$ cat src/rtl/leb128_u64_stream_dec.sv
// Byte-serial LEB128 unsigned decoder: accumulates up to ten 7-bit chunks into a u64
// and emits one value per word. Define LEB128_U64_ERR_EN for overflow/too-long detection.
module leb128_u64_stream_dec (
    input  logic        clk,
    input  logic        reset,
    input  logic [7:0]  in_data,
    input  logic        in_valid,
    output logic        in_ready,
    output logic [63:0] o,
    output logic [3:0]  len,
    output logic        err,
    output logic        out_valid,
    input  logic        out_ready
);

    logic [63:0] acc_q, acc_d;
    logic [3:0]  cnt_q, cnt_d;
    logic [63:0] o_q, o_d;
    logic [3:0]  len_q, len_d;
    logic        out_valid_q, out_valid_d;

    logic        accept;
    logic        glue;
    logic [6:0]  chunk;
    logic [5:0]  shamt;
    logic        last_idx;
    logic [63:0] acc_base;
    logic [63:0] acc_next;

    assign in_ready = !out_valid_q || out_ready;
    assign accept   = in_valid && in_ready;
    assign glue     = in_data[7];
    assign chunk    = in_data[6:0];
    assign last_idx = (cnt_q == 4'd9);

    // Index 9 shifts by 63, so only chunk bit 0 lands in acc; bits 6:1 fall off the top.
    assign shamt    = 6'(cnt_q) * 6'd7;
    assign acc_base = (cnt_q == 4'd0) ? 64'd0 : acc_q;
    assign acc_next = acc_base | ({57'd0, chunk} << shamt);

`ifdef LEB128_U64_ERR_EN
    typedef enum logic {
        ST_COLLECT = 1'b0,
        ST_SKIP    = 1'b1
    } state_t;

    state_t state_q, state_d;
    logic   ovf_q, ovf_d;
    logic   err_q, err_d;
    logic   ovf_next;

    assign ovf_next = ovf_q | (last_idx && (|chunk[6:1]));
    assign err      = err_q;
`else
    assign err      = 1'b0;
`endif

    // NOTE: every variable gets its hold value before any branch, so no path can infer a latch.
    always_comb begin
        acc_d       = acc_q;
        cnt_d       = cnt_q;
        o_d         = o_q;
        len_d       = len_q;
        out_valid_d = out_valid_q && !out_ready;
`ifdef LEB128_U64_ERR_EN
        state_d     = state_q;
        ovf_d       = ovf_q;
        err_d       = err_q;

        if (accept) begin
            if (state_q == ST_SKIP) begin
                if (!glue) begin
                    o_d         = acc_q;
                    len_d       = 4'd10;
                    err_d       = 1'b1;
                    out_valid_d = 1'b1;
                    state_d     = ST_COLLECT;
                end
            end else if (!glue) begin
                acc_d       = acc_next;
                o_d         = acc_next;
                len_d       = cnt_q + 4'd1;
                err_d       = ovf_next;
                out_valid_d = 1'b1;
                cnt_d       = 4'd0;
                ovf_d       = 1'b0;
            end else if (last_idx) begin
                // Too long: keep the first 64 bits and discard until the word ends.
                acc_d   = acc_next;
                cnt_d   = 4'd0;
                ovf_d   = 1'b0;
                state_d = ST_SKIP;
            end else begin
                acc_d = acc_next;
                cnt_d = cnt_q + 4'd1;
                ovf_d = ovf_next;
            end
        end
`else
        if (accept) begin
            acc_d = acc_next;
            if (!glue || last_idx) begin
                o_d         = acc_next;
                len_d       = cnt_q + 4'd1;
                out_valid_d = 1'b1;
                cnt_d       = 4'd0;
            end else begin
                cnt_d = cnt_q + 4'd1;
            end
        end
`endif
    end

    // NOTE: state registers use non-blocking assignments so every flop samples pre-edge values.
    always_ff @(posedge clk or posedge reset) begin
        if (reset) begin
            acc_q       <= 64'd0;
            cnt_q       <= 4'd0;
            o_q         <= 64'd0;
            len_q       <= 4'd0;
            out_valid_q <= 1'b0;
        end else begin
            acc_q       <= acc_d;
            cnt_q       <= cnt_d;
            o_q         <= o_d;
            len_q       <= len_d;
            out_valid_q <= out_valid_d;
        end
    end

`ifdef LEB128_U64_ERR_EN
    always_ff @(posedge clk or posedge reset) begin
        if (reset) begin
            state_q <= ST_COLLECT;
            ovf_q   <= 1'b0;
            err_q   <= 1'b0;
        end else begin
            state_q <= state_d;
            ovf_q   <= ovf_d;
            err_q   <= err_d;
        end
    end
`endif

    assign o         = o_q;
    assign len       = len_q;
    assign out_valid = out_valid_q;

endmodule

$ cat config.mk
export PLATFORM = sky130hd
export DESIGN_NAME = leb128_u64_stream_dec
export DESIGN_NICKNAME = d
export VERILOG_FILES = /design/src/rtl/leb128_u64_stream_dec.sv
export SDC_FILE = /design/constraint.sdc
export NUM_CORES = 1
export LEC_CHECK = 0
export ABC_AREA = 1
export ABC_CLOCK_PERIOD_IN_PS = 6850
export CAP_MARGIN = 20
export CORE_UTILIZATION = 60
export CTS_CLUSTER_SIZE = 8
export DETAILED_ROUTE_END_ITERATION = 10
export PLACE_DENSITY = 0.85
export SLEW_MARGIN = 20
export SYNTH_ARGS = -nofsm -noshare
export SYNTH_HDL_FRONTEND = slang
export SYNTH_SLANG_ARGS = --single-unit
$ cat constraint.sdc
create_clock -name clk -period 6.85 [get_ports clk]
set_clock_uncertainty 0.2 [all_clocks]
set_input_delay 1.0275 -clock clk [delete_from_list [all_inputs] [get_ports clk]]
set_output_delay 1.0275 -clock clk [all_outputs]
set_load 0.05 [all_outputs]
==> results of run 1 <==
-- cell families (layout without fill, tap and decap cells) --
group / Yosys count / after routing / share of synthesized area, %
AOI/OAI and AO/OA: 51 / 51 / 4.03
xor gates and xnor gates: 3 / 3 / 0.495
adders and majority gates: 13 / 13 / 2.82
buffers and inverters: 81 / 146 / 5.15
DFF: 137 / 137 / 50.2
other: 1 / 1 / 0.0549
and+or+nand+nor: 637 / 637 / 37.2
-- final cells by class --
type / instances / area [um^2] / area share (%)
Sequential cell: 137 / 3430 / 42.0
Multi-Input combinational cell: 705 / 3050 / 37.4
Timing Repair Buffer: 87 / 856 / 10.5
Clock buffer: 20 / 457 / 5.59
Tap cell: 140 / 175 / 2.14
Inverter: 27 / 105 / 1.29
Clock inverter: 12 / 92.6 / 1.13
-- through the flow --
step	instance area, um^2	power [W]	util [%]
after floorplan	6830	0.00212	-
after global placement	7620	0.00251	69.4
after detailed placement	7620	0.00253	69.4
after CTS	8170	0.00339	74.4
after global routing	8170	0.00359	74.4
final	8170	0.00342	74.4
-- layout by cell type (no fill, tap or decap) --
master and count:
inv_1 19, clkinv_1 2, nand3_1 63, clkbuf_16 17
o21ai_1 19, dfrtp_1 137, xor2_1 2, conb_1 1
clkdlybuf4s50_1 81, inv_4 1, clkinv_4 1, nand4_1 24
clkinvlp_4 7, nand3b_1 1, nand2_1 520, nor2_4 1
nor2_1 25, clkbuf_8 2, fa_1 4, o21ai_0 16
nand2_2 2, a21oi_1 1, ha_1 9, inv_2 4
buf_4 6, o21a_1 1, o22ai_1 4, xor2_2 1
inv_6 3, clkinv_2 2, or2_0 1, clkbuf_1 1
a31oi_1 10
-- worst max-delay path, stage by stage, from the launching register on --
cell	delay [ns]
dfrtp_1	0.55
fa_1	0.61
ha_1	0.17
inv_1	0.06
fa_1	0.84
inv_1	0.42
o21ai_0	0.87
nand3_1	0.16
nand2_1	0.14
nand2_1	0.06
nand2_1	0.09
-- per-layer routing --
metal  up-vias  part of all wire [%]  track usage, %
met5         -                     0               0
met4         0                   2.6            11.8
met3        43                   6.7            6.58
li1       3008                     -               -
met1      2989                    42            41.9
met2       259                    48            50.2
-- registers in the layout, summed over array words and instances (netlist names) --
| name | count |
|---|---|
| o | 64 |
| out_valid | 1 |
| cnt_q | 4 |
| len | 4 |
| acc_q | 64 |
-- final timing paths --
kind / endpoint / cells past startpoint / startpoint / slack, ns
max: acc_q[10] / 10 / cnt_q[0] / 2.61
min: len[2] / 2 / len[2] / 0.27
max reg2reg: acc_q[10] / 10 / cnt_q[0] / 2.61
min reg2reg: len[2] / 2 / len[2] / 0.27
max in group asynchronous: acc_q[56] / 3 / reset / 4.14
min in group asynchronous: o[39] / 2 / reset / 0.92
-- power by group through the flow --
stage	clock, W	combinational (W)	sequential [W]
final	0.000860	0.00145	0.00110
after CTS	0.000856	0.00143	0.00110
after detailed placement	0	0.00142	0.00111
after floorplan	0	0.000695	0.00142
after global routing	0.000894	0.00157	0.00112
after global placement	0	0.00140	0.00110
==> metrics.md, run 1 <==
| Metric | Value |
|---|---|
| # DRC | `0` |
| DIE AREA | `0.0118 mm^2` |
| Clock sinks | `137` |
| Tcrit/Tclk final | `61.9%` |
| CP startpoint kind | `flip-flop` |
| Synth area leaders | `dfrtp_1 (50%), nand2_1 (29%), nand3_1 (4.6%), nand4_1 (2.2%), ha_1 (1.6%)` |
| Prevailing post-synth register cell | `dfrtp_1` |
| Arr. time, crit path | `4.40 ns` |
| Clock power frac | `25.2%` |
| Most common cell in the netlist | `nand2_1` |
| Slew @ Worst Pin | `0.955 ns` |
| Worst Hold Class | `reg2reg` |
| Element type at the critical path end | `flip-flop` |
| Sequential Power Share | `32.3%` |
| Avg Cell Area, Syn | `7.40 um^2` |
| Flops & latches, synth | `137` |
| Post-synth EDFFs | `0` |
| Vias in the first global route | `5847` |
| Diodes inserted | `0` |
| Pleak | `4.30 nW` |
| Cts hold-fix bufs | `0` |
| CP max FO | `20` |
| Max_cap viols | `0` |
| Net Sw Frac | `44.8%` |
| RSZ-0062 raised after global routing | `false` |
| # IOs | `83` |
| Synth Net Count | `948` |
| Post-CTS setup buffers | `0` |
| ANT nets after route | `0` |
| IO Port Bufs | `81` |
| List of most frequent post-synthesis cells | `nand2_1 (521), dfrtp_1 (137), nand3_1 (63)` |
| Final Setup Violations | `0` |
| Via count | `6299` |
| Pre-CTS setup slack | `2.77 ns` |
| Yosys Warn Count | `0` |
| Status | `finished, final reports clean` |
| Filler Cells Inserted | `839` |
| Final std cells w/o fill | `1128` |
| Max-Slew Margin vs Limit | `35.6%` |
| Nets | `1000` |
| First-pass GRT wire length | `28.3 mm` |
| Max Freq | `236 MHz` |
| Overall Global Routing Usage | `31.2%` |
| Area share of the largest cell type after synthesis | `50.2%` |
| Slew Limit Fails | `0` |
| Clk slew on worst S/H paths | `0.06 ns` |
| Starting Density | `62.2%` |
| HPWL reported at the end of detailed placement | `11.0 mm` |
| Die height | `109 um` |
| Area growth, synth to finish | `19.6%` |
| Worst setup margin | `2.61 ns` |
| Sum of negative setup slack | `0 ns` |
| DR WL/cell | `15.4 um` |
| Final hold violations | `0` |
| Power share of the combinational group | `42.5%` |
| Number of gates resized after CTS | `0` |
| Synthesized area | `0.00683 mm^2` |
| Fin crit period | `4.24 ns` |
| Synth unique cells | `28` |
| Power per cell area | `418 mW/mm^2` |
| P_int | `0.00188 W` |
| DP Cell Count | `1096` |
| Total grt overflow | `0` |
| Initial DRT Pass Iterations | `5` |
| Gp weighted congestion | `0.943` |
| Die width | `109 um` |
| Longest Clk Path Bufs | `2` |
| Core Box Area | `0.0110 mm^2` |
| Worst-Skew Late Latency | `0.42 ns` |
| Largest net degree at the start of global routing | `73` |
| Post-synth ARST share | `100%` |
| Root Buffer | `clkbuf_16` |
| Dominant cell type by area after synthesis | `dfrtp_1` |
| Mapped Cells | `923` |
| Type of the worst setup path | `reg2reg` |
| Seq/Total Area, Yosys | `50.2%` |
| Htree depth | `4` |
| Hold WS | `0.270 ns` |
| Worst EP required | `7.01 ns` |
| CTS tree | `built` |
| P_sw | `0.00153 W` |
| TritonCTS Buffers | `17` |
| Vias per cell | `5.58` |
| Placement row count | `38` |
| Antenna violations before repair | `0` |
| Share of cells above drive strength 1 | `4.76%` |
| Total Wirelength | `17.4 mm` |
| Maximum vdd ir drop | `0.279 mV` |
| DRT iter0 DRCs | `637` |
No activity file was read; power rests on OpenSTA's default activity.
==> inputs of run 2 (changes only) <==
Settings changed: ABC_CLOCK_PERIOD_IN_PS 6850 to 4300, CORE_UTILIZATION 60 to 56, PLACE_DENSITY 0.85 to 0.8.
Clock period 6.85 ns to 4.3 ns, I/O delays scaled along.
==> run 2 against run 1 <==
  * Worst hold slack better by 0.0011 ns
  * Die area up 7.0%
  * First-iteration DRC count down 12%
  * Sequential share of layout area down 0.48 points
  * Power up 61%
  * Combinational power up 61%
  * Critical path type unchanged
==> metrics.md, run 2 (same netlist as run 1, synthesis figures left out) <==
| Metric | Value |
|---|---|
| Status | `finished, final reports clean` |
| DRT iter0 DRCs | `560` |
| Total Wirelength | `17.4 mm` |
| Worst path bufs/invs | `2` |
| Largest net degree at the start of global routing | `81` |
| Top delay family on crit path | `adder cells` |
| CP max FO | `20` |
| Number of gates resized after CTS | `0` |
| Worst EP required | `4.46 ns` |
| Pleak | `4.37 nW` |
| Maximum vdd ir drop | `0.505 mV` |
| Starting Density | `58.5%` |
| HPWL reported at the end of detailed placement | `11.1 mm` |
| Die height | `112 um` |
| Initial DRT Pass Iterations | `5` |
| Vias per cell | `5.44` |
| Most frequent cells in the layout | `nand2_1 (520), dfrtp_1 (137), clkdlybuf4s50_1 (81), nand3_1 (63), nor2_1 (25)` |
| Worst Hold Class | `reg2reg` |
| Most frequent cell on the critical path | `nand2_1` |
| Placement row count | `39` |
| Htree depth | `4` |
| DR WL/cell | `15.2 um` |
| Area of the multi-input gates | `0.00305 mm^2` |
| CTS tree | `built` |
| Fin crit period | `3.41 ns` |
| Slew @ Worst Pin | `0.912 ns` |
| Final hold violations | `0` |
| Max_cap viols | `0` |
| Via count | `6196` |
| Diodes inserted | `0` |
| Sum of negative setup slack | `0 ns` |
| Fin util | `70.9%` |
| Max Freq | `293 MHz` |
| CP peak stage delay | `0.60 ns` |
| Power per cell area | `665 mW/mm^2` |
| Total grt overflow | `0` |
| Vias in the first global route | `5906` |
| DIE AREA | `0.0126 mm^2` |
| Antenna violations before repair | `0` |
| Commonest non-fill, non-tap cell in the layout | `nand2_1` |
| Cell Chain, Critical Path | `fa_1 -> ha_1 -> inv_1 -> fa_1 -> inv_1 -> o21ai_0 -> nand3_1 -> nand2_1 -> nand2_1 -> nand2_1` |
| RSZ-0062 raised after global routing | `false` |
| Cts hold-fix bufs | `0` |
| Element type at the critical path end | `flip-flop` |
| Slew Limit Fails | `0` |
| Nets | `1007` |
| Max-Slew Margin vs Limit | `39.1%` |
| # IOs | `83` |
| # DRC | `0` |
| Clock sinks | `137` |
| Root Buffer | `clkbuf_16` |
| IO Port Bufs | `81` |
| CP startpoint kind | `flip-flop` |
| Worst-Skew Late Latency | `0.42 ns` |
| Tcrit/Tclk final | `79.3%` |
| Arr. time, crit path | `3.57 ns` |
| Share of cells above drive strength 1 | `5.43%` |
| Area growth, synth to finish | `21.0%` |
| Post-CTS setup buffers | `0` |
| Die width | `112 um` |
| First-pass GRT wire length | `29.4 mm` |
| ANT nets after route | `0` |
| Core Box Area | `0.0117 mm^2` |
| Gp weighted congestion | `0.931` |
| Filler Cells Inserted | `942` |
| Overall Global Routing Usage | `29.9%` |
| Slowest CP cell | `fa_1` |
| Type of the worst setup path | `reg2reg` |
| Final Setup Violations | `0` |
| Longest Clk Path Bufs | `2` |
| Storage element area | `0.00343 mm^2` |
| TritonCTS Buffers | `17` |
| Clk slew on worst S/H paths | `0.06 ns` |
-- run 2: worst register-to-register path, stage by stage (launching register included) --
cell and delay (ns):
dfrtp_1 0.54, fa_1 0.60, ha_1 0.16, inv_1 0.05, fa_1 0.50, inv_1 0.25, o21ai_0 0.60, nand3_1 0.17
nand2_1 0.13, nand2_1 0.07, nand2_1 0.07
-- run 2: final timing paths --
path | cells past startpoint | end | start | slack [ns]
max in group asynchronous | 3 | len[0] | reset | 2.68
worst max-delay path | 10 | acc_q[10] | cnt_q[0] | 0.89
min in group asynchronous | 2 | o[3] | reset | 0.40
worst max register to register | 10 | acc_q[10] | cnt_q[0] | 0.89
worst min register to register | 2 | len[2] | len[2] | 0.27
worst min-delay path | 2 | len[2] | len[2] | 0.27
-- run 2: layout make-up --
| class | instances | share of cell area, % |
|---|---|---|
| Clock buffer | 22 | 5.86 |
| Clock inverter | 10 | 1.11 |
| Inverter | 27 | 1.27 |
| Multi-Input combinational cell | 705 | 37.0 |
| Sequential cell | 137 | 41.5 |
| Tap cell | 143 | 2.17 |
| Timing Repair Buffer | 94 | 11.1 |
-- run 2: metrics by stage --
stage                     hold slack [ns]  cells  cell area (um^2)  power, W  setup WS, ns
after global routing                0.291   1138              8260   0.00581         0.612
after global placement              0.257   1106              7690   0.00405          1.05
after CTS                           0.276   1138              8260   0.00551         0.901
after detailed placement            0.262   1106              7690   0.00407         0.955
after floorplan                     0.249    923              6830   0.00338          1.44
final                               0.272   1138              8260   0.00549         0.890
-- run 2: metal layers --
metal	part of all wire [%]	vias to the layer above	GRT usage (%)
li1	-	3021	-
met1	43	2922	39.8
met2	49	229	49.3
met3	6.2	24	6.43
met4	1.5	0	9.51
met5	0	-	0
-- run 2: power by group --
group          switching, W  internal (W)
clock network      0.000553      0.000856
logic               0.00166      0.000668
registers          0.000173       0.00158
total               0.00238       0.00311
==> inputs of run 3 (changes only) <==
Settings changed: ABC_CLOCK_PERIOD_IN_PS 4300 to 3500.
Clock period 4.3 ns to 3.5 ns, I/O delays scaled along.
==> run 3 against run 2 <==
  * Critical path depth unchanged
  * Wire length increased by 2.4%
  * Worst hold slack better by 0.0025 ns
  * Worst setup slack got worse by 0.58 ns
  * Die area unchanged
  * Power up 26%
  * Critical path type unchanged
==> metrics.md, run 3 (same netlist as run 1, synthesis figures left out) <==
| Metric | Value |
|---|---|
| ANT nets after route | `0` |
| Total Wirelength | `17.8 mm` |
| CTS tree | `built` |
| Element type at the critical path end | `flip-flop` |
| Antenna violations before repair | `0` |
| Vias per cell | `5.56` |
| Slowest CP cell | `fa_1` |
| Placed Area | `0.00778 mm^2` |
| Htree depth | `4` |
| Design Area, Final | `0.00839 mm^2` |
| Final std cells w/o fill | `1146` |
| Status | `finished, final reports clean` |
| Core Box Area | `0.0117 mm^2` |
| IO Port Bufs | `81` |
| Worst EP required | `3.64 ns` |
| First-pass GRT wire length | `29.5 mm` |
| P_sw | `0.00294 W` |
| Fin crit period | `3.19 ns` |
| Clock sinks | `137` |
| Max Freq | `313 MHz` |
| Pre-CTS setup slack | `0.177 ns` |
| Sequential Power Share | `31.1%` |
| Commonest non-fill, non-tap cell in the layout | `nand2_1` |
| Reg-to-reg endpoint | `acc_q[0]` |
| DIE AREA | `0.0126 mm^2` |
| HPWL reported at the end of detailed placement | `11.7 mm` |
| Nets | `1015` |
| Final Setup Violations | `0` |
| DP Cell Count | `1114` |
| Vias in the first global route | `5972` |
| P_int | `0.00400 W` |
| CP peak stage delay | `0.56 ns` |
| Share of cells above drive strength 1 | `5.88%` |
| Most frequent cells in the layout | `nand2_1 (520), dfrtp_1 (137), clkdlybuf4s50_1 (81), nand3_1 (63), nor2_1 (25)` |
| Maximum vdd ir drop | `0.536 mV` |
| Hold path start | `o[39]` |
| Longest Clk Path Bufs | `2` |
| Worst setup margin | `0.310 ns` |
| Clk slew on worst S/H paths | `0.06 ns` |
| Slew @ Worst Pin | `0.654 ns` |
| Type of the worst setup path | `reg2reg` |
| Total grt overflow | `0` |
| RR Startpoint | `cnt_q[1]` |
| TritonCTS Buffers | `17` |
| Worst r2r path cells | `10` |
| CP max FO | `28` |
| Largest net degree at the start of global routing | `47` |
| Post-CTS setup buffers | `0` |
| Die width | `112 um` |
| Arr. time, crit path | `3.33 ns` |
| Power per cell area | `826 mW/mm^2` |
| WHS Endpoint | `o[39]` |
| Gp weighted congestion | `0.889` |
| Tcrit/Tclk final | `91.2%` |
| Max-Slew Margin vs Limit | `56.1%` |
| Root Buffer | `clkbuf_16` |
| Clock power frac | `26.6%` |
| Most frequent cell on the critical path | `fa_1` |
| Initial DRT Pass Iterations | `5` |
| Via count | `6374` |
| Worst hold path stage count | `2` |
| DRT iter0 DRCs | `572` |
| Worst Hold Class | `reg2reg` |
| Overall Global Routing Usage | `30.1%` |
| Cts hold-fix bufs | `0` |
| Net Sw Frac | `42.3%` |
| Sum of negative setup slack | `0 ns` |
| DR WL/cell | `15.5 um` |
| RSZ-0062 raised after global routing | `false` |
| # IOs | `83` |
| Max_cap viols | `0` |
| Die height | `112 um` |
| Area growth, synth to finish | `23.0%` |
| Number of gates resized after CTS | `0` |
| Power share of the combinational group | `42.3%` |
| Slew Limit Fails | `0` |
| Pleak | `4.44 nW` |
| Cell Chain, Critical Path | `fa_1 -> ha_1 -> inv_1 -> fa_1 -> xor2_2 -> inv_2 -> nand4_1 -> o22ai_1 -> nand2_1 -> o21ai_0` |
| Diodes inserted | `0` |
| FF-to-FF setup slack | `0.31 ns` |
| Placement row count | `39` |
| Final hold violations | `0` |
| # DRC | `0` |
| Starting Density | `58.5%` |
| CP startpoint kind | `flip-flop` |
| Worst-Skew Late Latency | `0.42 ns` |
-- run 3: cell types whose count changed in the layout (fill, tap and decap cells not counted), moves of 2 or more --
| cell | previous run | this run |
|---|---|---|
| clkbuf_1 | 1 | 4 |
| inv_6 | 2 | 0 |
| buf_4 | 12 | 17 |
| bufinv_16 | 1 | 3 |
| clkinvlp_4 | 3 | 1 |
| buf_12 | 1 | 4 |
-- run 3: worst max-delay path: cells and delay by family (launching register included) --
family	cells	cell delay [ns]
flops	1	0.49
fa+ha+maj	3	1.12
xor+xnor	1	0.17
buf+inv	2	0.45
compound gates	2	0.37
simple gates	2	0.30
-- run 3: area by class of cell --
type / instances / area (um^2)
Sequential cell: 137 / 3430
Tap cell: 143 / 179
Multi-Input combinational cell: 705 / 3050
Inverter: 27 / 105
Fill cell: 933 / 3270
Timing Repair Buffer: 102 / 1020
Clock buffer: 25 / 495
Clock inverter: 7 / 114
-- run 3: worst max path at each step --
| stage | slack [ns] | start | cells past startpoint | end |
|---|---|---|---|---|
| final | 0.31 | cnt_q[1] | 10 | acc_q[0] |
| after global placement | 0.23 | cnt_q[1] | 10 | o[42] |
| after detailed placement | 0.18 | cnt_q[1] | 10 | acc_q[42] |
| after CTS | 0.12 | cnt_q[1] | 10 | o[42] |
| after floorplan | 0.64 | cnt_q[1] | 11 | o[10] |
| after global routing | 0.12 | cnt_q[1] | 12 | acc_q[32] |
-- run 3: through the flow --
step                      power, W  hold WS (ns)  utilization (%)
after floorplan            0.00415         0.249                -
after global placement     0.00502         0.260             66.8
after detailed placement   0.00506         0.264             66.8
after CTS                  0.00693         0.279             72.0
after global routing       0.00728         0.294             72.0
final                      0.00694         0.274             72.0
-- run 3: power by group through the flow --
stage / Combinational [W] / Sequential (W) / Clock [W]
6_report: 0.00294 / 0.00216 / 0.00185
5_1_grt: 0.00317 / 0.00219 / 0.00192
4_1_cts: 0.00292 / 0.00215 / 0.00185
3_5_place_dp: 0.00289 / 0.00217 / 0
3_3_place_gp: 0.00286 / 0.00216 / 0
2_1_floorplan: 0.00136 / 0.00279 / 0
-- run 3: per-layer routing --
metal	track usage [%]	up-vias	routed length [um]
li1	-	3032	-
met1	40.0	3043	7670
met2	49.3	260	8590
met3	5.18	39	1100
met4	12.3	0	415
met5	0	-	0
